[src/rtl/multicycle_control.sv]
// Moore FSM sequencing the shared multicycle datapath (fetch/decode/execute/memory/writeback).
// Optional retired-instruction counter enabled by defining PERF_COUNT_EN.
module multicycle_control #(
  parameter logic [5:0]  OP_RTYPE    = 6'b000000,
  parameter logic [5:0]  OP_LW       = 6'b110001,
  parameter logic [5:0]  OP_SW       = 6'b110101,
  parameter logic [5:0]  OP_BEQ      = 6'b001000,
  parameter logic [15:0] MEM_TIMEOUT = 16'd1024
) (
  input  logic        clock,
  input  logic        resetN,
  input  logic [5:0]  opCode,
  input  logic        memReady,
  output logic        pcWrite,
  output logic        pcWriteCond,
  output logic        iorD,
  output logic        memRead,
  output logic        memWrite,
  output logic        irWrite,
  output logic        memToReg,
  output logic        regDest,
  output logic        regWrite,
  output logic        aluSrcA,
  output logic [1:0]  aluSrcB,
  output logic [1:0]  aluOp,
  output logic [1:0]  pcSource,
  output logic [3:0]  state,
  output logic        illegalOp,
  output logic        memTimeout,
  output logic [31:0] instrRetired
);

  typedef enum logic [3:0] {
    S_FETCH     = 4'd0,
    S_DECODE    = 4'd1,
    S_MEM_ADDR  = 4'd2,
    S_MEM_READ  = 4'd3,
    S_MEM_WB    = 4'd4,
    S_MEM_WRITE = 4'd5,
    S_EXEC_R    = 4'd6,
    S_R_WB      = 4'd7,
    S_BRANCH    = 4'd8,
    S_TRAP      = 4'd15
  } state_e;

  typedef struct packed {
    logic       pc_write;
    logic       pc_write_cond;
    logic       ior_d;
    logic       mem_read;
    logic       mem_write;
    logic       ir_write;
    logic       mem_to_reg;
    logic       reg_dest;
    logic       reg_write;
    logic       alu_src_a;
    logic [1:0] alu_src_b;
    logic [1:0] alu_op;
    logic [1:0] pc_source;
  } ctrl_t;

  state_e      state_q, state_d;
  logic [5:0]  opcode_q, opcode_d;
  logic [15:0] wait_cnt_q, wait_cnt_d;
  logic        illegal_q, illegal_d;
  logic        timeout_q, timeout_d;
  logic        in_wait;
  logic        wait_expired;
  logic        retire;
  ctrl_t       ctrl;

  assign in_wait = (state_q == S_FETCH) || (state_q == S_MEM_READ) || (state_q == S_MEM_WRITE);

  // The last allowed not-ready cycle is counter == MEM_TIMEOUT-1; a ready on that cycle still wins.
  assign wait_expired = (MEM_TIMEOUT != 16'd0) && (wait_cnt_q == (MEM_TIMEOUT - 16'd1)) && !memReady;

  assign retire = (state_q == S_MEM_WB) || (state_q == S_R_WB) || (state_q == S_BRANCH) ||
                  ((state_q == S_MEM_WRITE) && memReady);

  // Next-state logic
  always_comb begin
    // NOTE: every signal gets a default first so no path through the case infers a latch.
    state_d   = state_q;
    opcode_d  = opcode_q;
    illegal_d = illegal_q;
    timeout_d = timeout_q;

    case (state_q)
      S_FETCH:     if (memReady) state_d = S_DECODE;
      S_DECODE: begin
        opcode_d = opCode;
        if (opCode == OP_RTYPE)                        state_d = S_EXEC_R;
        else if ((opCode == OP_LW) || (opCode == OP_SW)) state_d = S_MEM_ADDR;
        else if (opCode == OP_BEQ)                     state_d = S_BRANCH;
        else begin
          state_d   = S_TRAP;
          illegal_d = 1'b1;
        end
      end
      S_MEM_ADDR:  state_d = (opcode_q == OP_LW) ? S_MEM_READ : S_MEM_WRITE;
      S_MEM_READ:  if (memReady) state_d = S_MEM_WB;
      S_MEM_WB:    state_d = S_FETCH;
      S_MEM_WRITE: if (memReady) state_d = S_FETCH;
      S_EXEC_R:    state_d = S_R_WB;
      S_R_WB:      state_d = S_FETCH;
      S_BRANCH:    state_d = S_FETCH;
      S_TRAP:      state_d = S_TRAP;
      default:     state_d = S_TRAP;
    endcase

    if (in_wait && wait_expired) begin
      state_d   = S_TRAP;
      timeout_d = 1'b1;
    end

    if (state_d != state_q)          wait_cnt_d = 16'd0;
    else if (in_wait && !memReady)   wait_cnt_d = wait_cnt_q + 16'd1;
    else                             wait_cnt_d = wait_cnt_q;
  end

`ifdef PERF_COUNT_EN
  logic [31:0] retired_q;
`endif

  always_ff @(posedge clock or negedge resetN) begin
    if (!resetN) begin
      state_q    <= S_FETCH;
      opcode_q   <= 6'd0;
      wait_cnt_q <= 16'd0;
      illegal_q  <= 1'b0;
      timeout_q  <= 1'b0;
`ifdef PERF_COUNT_EN
      retired_q  <= 32'd0;
`endif
    end else begin
      // NOTE: non-blocking assignments so every register samples pre-edge values.
      state_q    <= state_d;
      opcode_q   <= opcode_d;
      wait_cnt_q <= wait_cnt_d;
      illegal_q  <= illegal_d;
      timeout_q  <= timeout_d;
`ifdef PERF_COUNT_EN
      if (retire) retired_q <= retired_q + 32'd1;
`endif
    end
  end

`ifdef PERF_COUNT_EN
  assign instrRetired = retired_q;
`else
  assign instrRetired = 32'd0;
  logic unused_retire;
  assign unused_retire = retire;
`endif

  // Moore output decode; memReady only gates the FETCH loads.
  always_comb begin
    ctrl = '0;
    case (state_q)
      S_FETCH: begin
        ctrl.mem_read  = 1'b1;
        ctrl.alu_src_b = 2'b01;
        ctrl.ir_write  = memReady;
        ctrl.pc_write  = memReady;
      end
      S_DECODE:   ctrl.alu_src_b = 2'b11;
      S_MEM_ADDR: begin
        ctrl.alu_src_a = 1'b1;
        ctrl.alu_src_b = 2'b10;
      end
      S_MEM_READ: begin
        ctrl.mem_read = 1'b1;
        ctrl.ior_d    = 1'b1;
      end
      S_MEM_WB: begin
        ctrl.reg_write  = 1'b1;
        ctrl.mem_to_reg = 1'b1;
      end
      S_MEM_WRITE: begin
        ctrl.mem_write = 1'b1;
        ctrl.ior_d     = 1'b1;
      end
      S_EXEC_R: begin
        ctrl.alu_src_a = 1'b1;
        ctrl.alu_op    = 2'b10;
      end
      S_R_WB: begin
        ctrl.reg_write = 1'b1;
        ctrl.reg_dest  = 1'b1;
      end
      S_BRANCH: begin
        ctrl.alu_src_a     = 1'b1;
        ctrl.alu_op        = 2'b01;
        ctrl.pc_write_cond = 1'b1;
        ctrl.pc_source     = 2'b01;
      end
      default: ctrl = '0;
    endcase
  end

  assign pcWrite     = ctrl.pc_write;
  assign pcWriteCond = ctrl.pc_write_cond;
  assign iorD        = ctrl.ior_d;
  assign memRead     = ctrl.mem_read;
  assign memWrite    = ctrl.mem_write;
  assign irWrite     = ctrl.ir_write;
  assign memToReg    = ctrl.mem_to_reg;
  assign regDest     = ctrl.reg_dest;
  assign regWrite    = ctrl.reg_write;
  assign aluSrcA     = ctrl.alu_src_a;
  assign aluSrcB     = ctrl.alu_src_b;
  assign aluOp       = ctrl.alu_op;
  assign pcSource    = ctrl.pc_source;
  assign state       = state_q;
  assign illegalOp   = illegal_q;
  assign memTimeout  = timeout_q;

endmodule

[config.mk]
export PLATFORM = sky130hd
export DESIGN_NAME = multicycle_control
export DESIGN_NICKNAME = d
export VERILOG_FILES = /design/src/rtl/multicycle_control.sv
export SDC_FILE = /design/constraint.sdc
export NUM_CORES = 1
export LEC_CHECK = 0
export ABC_AREA = 0
export ABC_CLOCK_PERIOD_IN_PS = 2310
export CORE_MARGIN = 4
export CORE_UTILIZATION = 43
export CTS_CLUSTER_DIAMETER = 50
export CTS_CLUSTER_SIZE = 40
export DETAILED_ROUTE_END_ITERATION = 7
export PLACE_DENSITY = 0.75
export SLEW_MARGIN = 40
export SYNTH_ARGS = -nofsm -noshare
export SYNTH_HDL_FRONTEND = slang
export SYNTH_SLANG_ARGS = --single-unit
[constraint.sdc]
create_clock -name clock -period 2.31 [get_ports clock]
set_clock_uncertainty 0.2 [all_clocks]
set_input_delay 0.462 -clock clock [delete_from_list [all_inputs] [get_ports clock]]
set_output_delay 0.462 -clock clock [all_outputs]
set_load 0.005 [all_outputs]
# Yosys cells after proc, flatten, opt, wreduce, memory -nomap -nowiden
# Index checks and enable logic that the tools add are counted.
# op_classes
n_bitwise	3
reduce_logical	16
n_eq_ne	14
add_sub_neg	1
muxes	23
# op_table
operator	n
$mux W16	2
$pmux W4 S7	1
$mux W4	6
$eq A6 B6 Y1 const B	3
$add A16 B1 Y16 const B	1
$eq A16 B10 Y1 const B	1
$eq A4 B3 Y1 const B	4
$mux W1	10
$eq A4 B2 Y1 const B	2
$eq A6 B4 Y1 const B	1
$logic_not A6 Y1	1
$mux W3	2
$pmux W2 S3	1
$reduce_or A2 Y1	3
$reduce_or A3 Y1	2
$eq A4 B1 Y1 const B	1
$eq A4 B4 Y1 const B	1
$logic_not A4 Y1	1
$ne A4 B4 Y1	1
$pmux W2 S2	1
$reduce_and A4 Y1	1
$logic_and A1 B1 Y1	3
$logic_or A1 B1 Y1	3
$not A1 Y1	3
2 further kinds	2
# word_totals
reg_bits	28
inputBits	9

# Longest topological paths before layout
# Gate-level depths: netlist of run 1.
# logic_depth
depth_word	8
depth_mapped	8
ltp_nobuf	6

# Worst setup path before layout of run 1
# Ideal clock, no wire load.
# synth_timing
path_kind	in2reg
from	in opCode[5]
to	reg wait_cnt_q[10]
path_slack_ns	-0.080
setup_time_ns	0.080
arrival_ns	2.109
path_stages	7
path_cell_list	or4_4 > o21a_1 > o31ai_2 > a31oi_1 > o32a_2 > buf_6 > nor3_2
# synth_between
elab_chain_len	8
elab_cells_between_ends	13
# synth_rtl
item	line	source
from (decl)	12	input logic [5:0] opCode,
$eq A6 B4 Y1 or $eq A6 B6 Y1 (tied branches)	94, 93	
$mux W3 or $logic_or A1 B1 Y1 (tied branches)	94, 93	
$mux W4	93	else if ((opCode == OP_LW) || (opCode == OP_SW)) state_d = S_MEM_ADDR;
$mux W4 (*)	92	if (opCode == OP_RTYPE) state_d = S_EXEC_R;
$pmux W4 S7 (*)	88	case (state_q)
$mux W4 (*)	111	if (in_wait && wait_expired) begin
$ne A4 B4 Y1 (*)	116	if (state_d != state_q) wait_cnt_d = 16'd0;
$mux W16 or $reduce_bool A2 Y1 (tied branches)	--	
to (signal assigned)	139	wait_cnt_q <= wait_cnt_d;
to (decl)	64	logic [15:0] wait_cnt_q, wait_cnt_d;
# Every way passes the cells marked *; elsewhere a longest branch is shown, timed or not.
# A chain may end at the register's enable or synchronous reset.

# Final worst setup path of run 1
# layout_timing
from	reg state_q[3] (netlist: state[3])
to	reg wait_cnt_q[12]
# layout_between
elab_chain_len	7
elab_cells_between_ends	22
# layout_rtl
item	line	source
from (decl)	62	state_e state_q, state_d;
from (signal assigned)	137	state_q <= state_d;
branches (longest 7 deep; another with $mux W16)	--	
# Parallel ways; which one is timed is not known.

==> reports/results.ini, run 1 <==
[outcome]
status = finished with violations
violations = setup timing

[cells_and_area]
final_cell_area_sq_mm = 0.003058
multi_input_area_sq_mm = 0.001458
n_antenna_cell = 0
finalNetCount = 327
fillers = 316
seq_area_sq_um = 700.7
syn_to_final_growth_pct = 48.66
drive_gt1_frac = 0.3956

[grt]
grt_overflow = 0
first_global_vias = 1870
grt_usage = 0.1869
grt_max_degree = 29
antenna_found_initial = 0
grt_pass1_wl_mm = 9.108

[yosys]
yosysWarnings = 0
synth_top_cell_area_share = 0.3406
synth_area_sq_mm = 0.002057
synth_cells = 234
synthTopCellsByArea = dfrtp_1, buf_4, nand2_1
yosysTopAreaCell = dfrtp_1
synth-edff-count = 0
postSynth.asyncResetShare = 1.000
seq_area_frac_synth = 0.3406
avgSynthCellArea_sq_um = 8.790
synth.distinct_cells = 48
synthFlopType = dfrtp_1
synth.ff_latch_count = 28

[power]
irDropWorstVdd_mv = 0.2196
p_per_area_mw_per_mm2 = 321.2
leakagePower_nw = 1.410

[floorplan]
fp.dieW_um = 77.17
num_rows = 24
dieHeight_um = 77.17
io_pins = 63
coreArea_sq_mm = 0.004504
die_area_sq_mm = 0.005954
start_util = 0.4567

[drt]
drtAntennaViolNets = 0
drtIter0Drc = 159
drc = 0
vias_per_cell = 5.712
wirelength_mm = 6.765
drt_first_pass_iters = 5
wl_per_cell_um = 18.38
vias = 2102

[sta]
finalHoldViolCount = 0
hold_ws_ns = 0.2741
fin_crit_ns = 2.471
finalMaxSlewViolations = 0
finalSetupTns_ns = -1.539
period_share = 1.070
setup_viol = 18
grt_setup_unrepaired = yes
max_freq_mhz = 404.7
fin_ws_ns = -0.1609

[clock_tree]
h-tree-depth = 1
root_buffer = clkbuf_8
cts.path.max_buffers = 2
cts_sinks = 28
cts_tree = done
numCtsBuffers = 3
cts_hold_buffers = 0
clkTransAtPathRegs_ns = 0.11
clk_latency_ns = 0.29

[critical_path]
cp_data_arrival_time_ns = 2.47
startpoint_type = flop
cp.required_ns = 2.31
cp_common_cell = buf_4
path_max_fanout = 6
critPathMaxStageDelay_ns = 0.44
critical_path.slowest_cell = dfrtp_1
setup.worst_path.class = flop to flop
cp-end-kind = flop
path_cells = buf_4 > nor4b_4 > a22oi_2 > buf_6 > nor4_1 > buf_4 > nand3_1 > xor2_1 > nor3_2

[place]
dpl_cell_area_sq_mm = 0.002475
gp_congestion = 0.8519
dp_hpwl_mm = 3.386
io_buffer_count = 29

[job]
maxCapViolations = 0

[hold_path]
min_path_type = primary input to flop

-- per-stage QoR --
stage	util	instances	total power, W	worst slack, ns
6_report	0.6789	368	0.0009823	-0.1609
3_5_place_dp	0.5494	336	0.0006198	-0.7297
5_1_grt	0.6789	368	0.001003	-0.2351
4_1_cts	0.6264	359	0.0009388	-0.09900
2_1_floorplan	-	266	0.0006011	-0.07955
3_3_place_gp	0.5494	336	0.0006186	-0.6628
-- state kept, by name (all words and copies together) (netlist names) --
signal / flops
state: 4
wait_cnt_q: 16
memTimeout: 1
opcode_q: 6
illegalOp: 1
-- critical path, delay by kind of cell, from the launching register on --
kind / cells / cell delay [ns]
AOI/OAI and AO/OA: 1 / 0.15
xor gates and xnor gates: 1 / 0.19
buffers and inverters: 3 / 0.51
DFF: 1 / 0.44
and+or+nand+nor: 4 / 0.90
-- layout make-up --
type	count	area share
clock buffer	4	0.01800
sequential	28	0.2291
multi-input combinational	190	0.4767
timing repair buffer	89	0.2488
tap	52	0.02128
inverter	5	0.006137
-- routing by layer --
| metal | part of all wire | vias to the layer above | track usage |
|---|---|---|---|
| li1 | - | 898 | - |
| met1 | 0.38 | 1022 | 0.2392 |
| met2 | 0.49 | 146 | 0.3178 |
| met3 | 0.073 | 36 | 0.02108 |
| met4 | 0.051 | 0 | 0.07829 |
| met5 | 0 | - | 0 |
-- cell usage in the layout, fill, tap and decap left out, types with 6 or more instances in the layout --
cell	n
dlygate4sd2_1	8
nor3_2	11
buf_6	8
xnor2_1	6
nor3_4	6
nor2_1	13
nand3_1	12
conb_1	33
dfrtp_1	28
xor2_1	9
nand2_1	32
buf_4	49
clkdlybuf4s50_1	9
-- where the power goes --
group	internal [W]	total [W]	switching [W]	leakage, nW
logic	0.0000678	0.000164	0.0000963	1.04
clock network	0.000153	0.000323	0.000170	0.0288
registers	0.000492	0.000495	0.00000237	0.340
-- path summary, 6_finish.rpt --
path                            cells after the start              to  slack (ns)  startpoint
worst max-delay path                                9  wait_cnt_q[12]       -0.16    state[3]
worst min register to register                      1      memTimeout        0.28  memTimeout
min in group asynchronous                           2        state[3]        0.34      resetN
max in group asynchronous                           2   wait_cnt_q[7]        1.29      resetN
worst max register to register                      9  wait_cnt_q[12]       -0.16    state[3]
worst min-delay path                                4     opcode_q[0]        0.27   opCode[0]
-- cells by family after synthesis --
family | after synthesis | synth area share
and+or+nand+nor | 111 | 0.3169
buffers and inverters | 49 | 0.1636
DFF | 28 | 0.3406
AOI/OAI and AO/OA | 25 | 0.08819
xor gates and xnor gates | 17 | 0.07238
muxes | 2 | 0.01034
adders and majority gates | 1 | 0.006082
other | 1 | 0.001823
-- timing repair --
item	4_1_cts	5_1_grt
setup buffers	19	9
gates cloned	1	1
pin swaps	20	14
setup endpoints to repair	32	20
resized for setup	63	42
-- synth_stat cells, drive strengths merged, types with 5 or more instances --
| cell type | count |
|---|---|
| nor3 | 21 |
| o21ai | 5 |
| xnor2 | 7 |
| nor2 | 14 |
| a21oi | 6 |
| xor2 | 10 |
| nand2 | 33 |
| nand2b | 7 |
| inv | 5 |
| nand3 | 12 |
| buf | 40 |
| dfrtp | 28 |
No activity file was read; power rests on OpenSTA's default activity.
==> run 2, diff against run 1 <==
--- a/config.mk
+++ b/config.mk
@@ -5,14 +5,14 @@
 export SDC_FILE = /design/constraint.sdc
 export NUM_CORES = 1
 export LEC_CHECK = 0
-export ABC_AREA = 0
-export ABC_CLOCK_PERIOD_IN_PS = 2310
+export ABC_AREA = 1
+export ABC_CLOCK_PERIOD_IN_PS = 2070
 export CORE_MARGIN = 4
-export CORE_UTILIZATION = 43
+export CORE_UTILIZATION = 42
 export CTS_CLUSTER_DIAMETER = 50
 export CTS_CLUSTER_SIZE = 40
 export DETAILED_ROUTE_END_ITERATION = 7
-export PLACE_DENSITY = 0.75
+export PLACE_DENSITY = 0.74
 export SLEW_MARGIN = 40
 export SYNTH_ARGS = -nofsm -noshare
 export SYNTH_HDL_FRONTEND = slang
==> constraint.sdc (replaced) <==
create_clock -name clock -period 2.07 [get_ports clock]
set_clock_uncertainty 0.2 [all_clocks]
set_input_delay 0.414 -clock clock [delete_from_list [all_inputs] [get_ports clock]]
set_output_delay 0.414 -clock clock [all_outputs]
set_load 0.005 [all_outputs]
==> run 2 against run 1 <==
The run still ends with setup timing left; non-clock buffer count down 4; die area fell by 0.38%; clock-buffer cell count is the same; final cell count is 11% higher; synthesized area down 2.7%; critical endpoint is now wait_cnt_q[14]; wire length decreased by 14%; core utilization fell by 1.8 points; worst hold slack gained 0.0074 ns; design area shrank 3.3%; power down 2.6%; clock power up 8.7%; combinational power decreased by 64%.
==> reports/results.ini, run 2 <==
[grt]
antenna_found_initial = 0  ; unchanged
grt_overflow = 0  ; unchanged
first_global_vias = 1845  ; -1.3%
grt_max_degree = 29  ; unchanged
grt_pass1_wl_mm = 7.838  ; -14%
grt_usage = 0.1599  ; -0.02698

[yosys]
yosysTopAreaCell = dfrtp_1
synthTopCellsByArea = dfrtp_1, buf_4, nand2_1
postSynth.asyncResetShare = 1.000  ; unchanged
synth_area_sq_mm = 0.002001  ; -2.7%
yosysWarnings = 0  ; unchanged
synth-edff-count = 0  ; unchanged
synth_common_cells = nand2_1, nor2_1, buf_4
synth_cells = 274  ; +17%
synth.distinct_cells = 27  ; -44%
seq_area_frac_synth = 0.3502  ; +0.009586
synthFlopType = dfrtp_1
synth_top_cell_area_share = 0.3502  ; +0.009586
avgSynthCellArea_sq_um = 7.302  ; -17%
synth.ff_latch_count = 28  ; unchanged
synth_most_common_cell = nand2_1

[drt]
wl_per_cell_um = 14.17  ; -23%
drtAntennaViolNets = 0  ; unchanged
vias = 1948  ; -7.3%
wirelength_mm = 5.794  ; -14%
vias_per_cell = 4.763  ; -17%
dr_wl_met3_um = 305  ; -39%
wl_met2_mm = 3.089  ; -7.4%
highest_layer = met4
wl_met1_mm = 2.270  ; -12%
drt_first_pass_iters = 4  ; -1
drc = 0  ; unchanged
drtIter0Drc = 99  ; -38%

[floorplan]
start_util = 0.4471  ; -0.009519
coreArea_sq_mm = 0.004474  ; -0.67%
fp.dieW_um = 77.02  ; -0.19%
dieHeight_um = 77.02  ; -0.19%
num_rows = 24  ; unchanged
die_area_sq_mm = 0.005932  ; -0.38%
io_pins = 63  ; unchanged

[clock_tree]
cts_hold_buffers = 0  ; unchanged
cts.path.max_buffers = 2  ; unchanged
cts_sinks = 28  ; unchanged
clkTransAtPathRegs_ns = 0.10  ; about the same
cts_tree = done
clk_latency_ns = 0.28  ; about the same
numCtsBuffers = 3  ; unchanged
root_buffer = clkbuf_8
h-tree-depth = 1  ; unchanged

[cells_and_area]
largest_reg_flops = 16  ; unchanged
fin_util = 0.6608  ; -0.01809
syn_to_final_growth_pct = 47.78
top_register = wait_cnt_q
final_common_cell = nand2_1
final_cell_mix = nand2_1, buf_4, conb_1
drive_gt1_frac = 0.4202  ; +0.02460
finalNetCount = 368  ; +13%
n_antenna_cell = 0  ; unchanged
final_cell_area_sq_mm = 0.002957  ; -3.3%

[sta]
fin_crit_ns = 2.278  ; -0.1925 ns
grt_setup_unrepaired = yes
finalHoldViolCount = 0  ; unchanged
period_share = 1.101  ; +0.03104
fin_ws_ns = -0.2085  ; -0.04754 ns
hold_ws_ns = 0.2815  ; +0.007399 ns
setup_viol = 24  ; +6
max_freq_mhz = 438.9  ; +8.4%
finalMaxSlewViolations = 0  ; unchanged

[power]
p_clk_frac = 0.367  ; +0.038
pwr-share-comb = 0.062  ; -0.105
pwr-share-seq = 0.571  ; +0.067
p_per_area_mw_per_mm2 = 323.5  ; +0.70%
leakagePower_nw = 1.481  ; +5.0%
p_switching_w = 0.0002192  ; -18%
irDropWorstVdd_mv = 0.4098  ; +87%
switching_share = 0.2293  ; -0.04433
p_int_w = 0.0007371  ; +3.3%

[hold_path]
min_path_type = flop to flop
hold_depth = 2  ; -2

[outcome]
status = finished with violations
violations = setup timing

[critical_path]
cp.required_ns = 2.05  ; -0.26 ns
cp-end-kind = flop
path_max_fanout = 8  ; +2
startpoint_type = flop
setup.worst_path.class = flop to flop
cp_data_arrival_time_ns = 2.25  ; -0.22 ns
ff2ff_path_depth = 14  ; +5

[place]
gp_congestion = 0.8335  ; -2.2%
io_buffer_count = 29  ; unchanged
dp_hpwl_mm = 3.211  ; -5.2%
dpl_cell_area_sq_mm = 0.002459  ; -0.66%

[job]
maxCapViolations = 0  ; unchanged

## run 2: cell count changes after synthesis, sizes merged, moves of 5 or more
cell and delta:
nand2b -7, xnor2 -5, nor2 +37, inv +28, nand2 +39, nor3 -19
nand3 +11
## run 2: power by group through the flow
stage               Clock [W]  Combinational (W)  Sequential, W
finish               0.000351          0.0000593       0.000546
detailed placement          0          0.0000561       0.000557
global route         0.000379          0.0000669       0.000547
floorplan                   0          0.0000653       0.000557
global placement            0          0.0000554       0.000557
CTS                  0.000360          0.0000560       0.000546
## run 2: worst paths after layout
path | start | endpoint | slack, ns
max | state[1] | wait_cnt_q[14] | -0.21
min | memTimeout | memTimeout | 0.28
max reg2reg | state[1] | wait_cnt_q[14] | -0.21
min reg2reg | memTimeout | memTimeout | 0.28
max in group asynchronous | resetN | state[0] | 1.07
min in group asynchronous | resetN | wait_cnt_q[13] | 0.31
## run 2: layer usage
layer	up-vias	GRT usage
met5	-	0
met4	0	0.07295
met3	15	0.03396
met2	72	0.2944
met1	923	0.1743
li1	938	-
## run 2: logic make-up (layout without fill, tap and decap cells)
kind of cell | after synthesis | count (layout) | synth area share
flip-flops | 28 | 28 | 0.3502
adder cells (fa/ha/maj) | 1 | 1 | 0.006253
XOR/XNOR | 13 | 13 | 0.05691
AO/OA/AOI/OAI | 5 | 5 | 0.01438
AND/OR/NAND/NOR | 155 | 155 | 0.3621
other | 1 | 33 | 0.001874
buffers and inverters | 71 | 122 | 0.2083
## run 2: stage by stage
stage / power (W) / setup slack [ns] / setup TNS [ns] / instances
after global routing: 0.0009922 / -0.2793 / -5.788 / 409
after detailed placement: 0.0006134 / -0.2907 / -4.777 / 384
after CTS: 0.0009620 / -0.2178 / -2.351 / 400
after floorplan: 0.0006228 / 0.1188 / 0 / 306
after global placement: 0.0006127 / -0.2213 / -3.863 / 384
final: 0.0009563 / -0.2085 / -3.781 / 409
## run 2: cell type report
type / count / area, sq um
Inverter: 33 / 126.4
Fill cell: 340 / 1518
Sequential cell: 28 / 705.7
Timing Repair Buffer: 85 / 740.7
Multi-Input combinational cell: 207 / 1264
Tap cell: 52 / 65.06
Clock buffer: 4 / 55.05
## run 2: critical path, stage by stage, from the launching register on
cell and delay, ns:
dfrtp_2 0.46, buf_6 0.14, nor2_4 0.10, nand2_2 0.09, buf_6 0.14, nand2_8 0.09, nand3_2 0.08, nor2_2 0.14
buf_4 0.14, nand3_2 0.07, nand2_2 0.09, a21oi_2 0.06, nand2_2 0.12, clkbuf_16 0.18, nor2_2 0.04
## run 2: timing repair
action / CTS / global route
resized for setup: 55 / 73
setup buffers: 12 / 8
gates cloned: 0 / 1
pin swaps: 10 / 23
endpoints found under the setup margin: 33 / 32
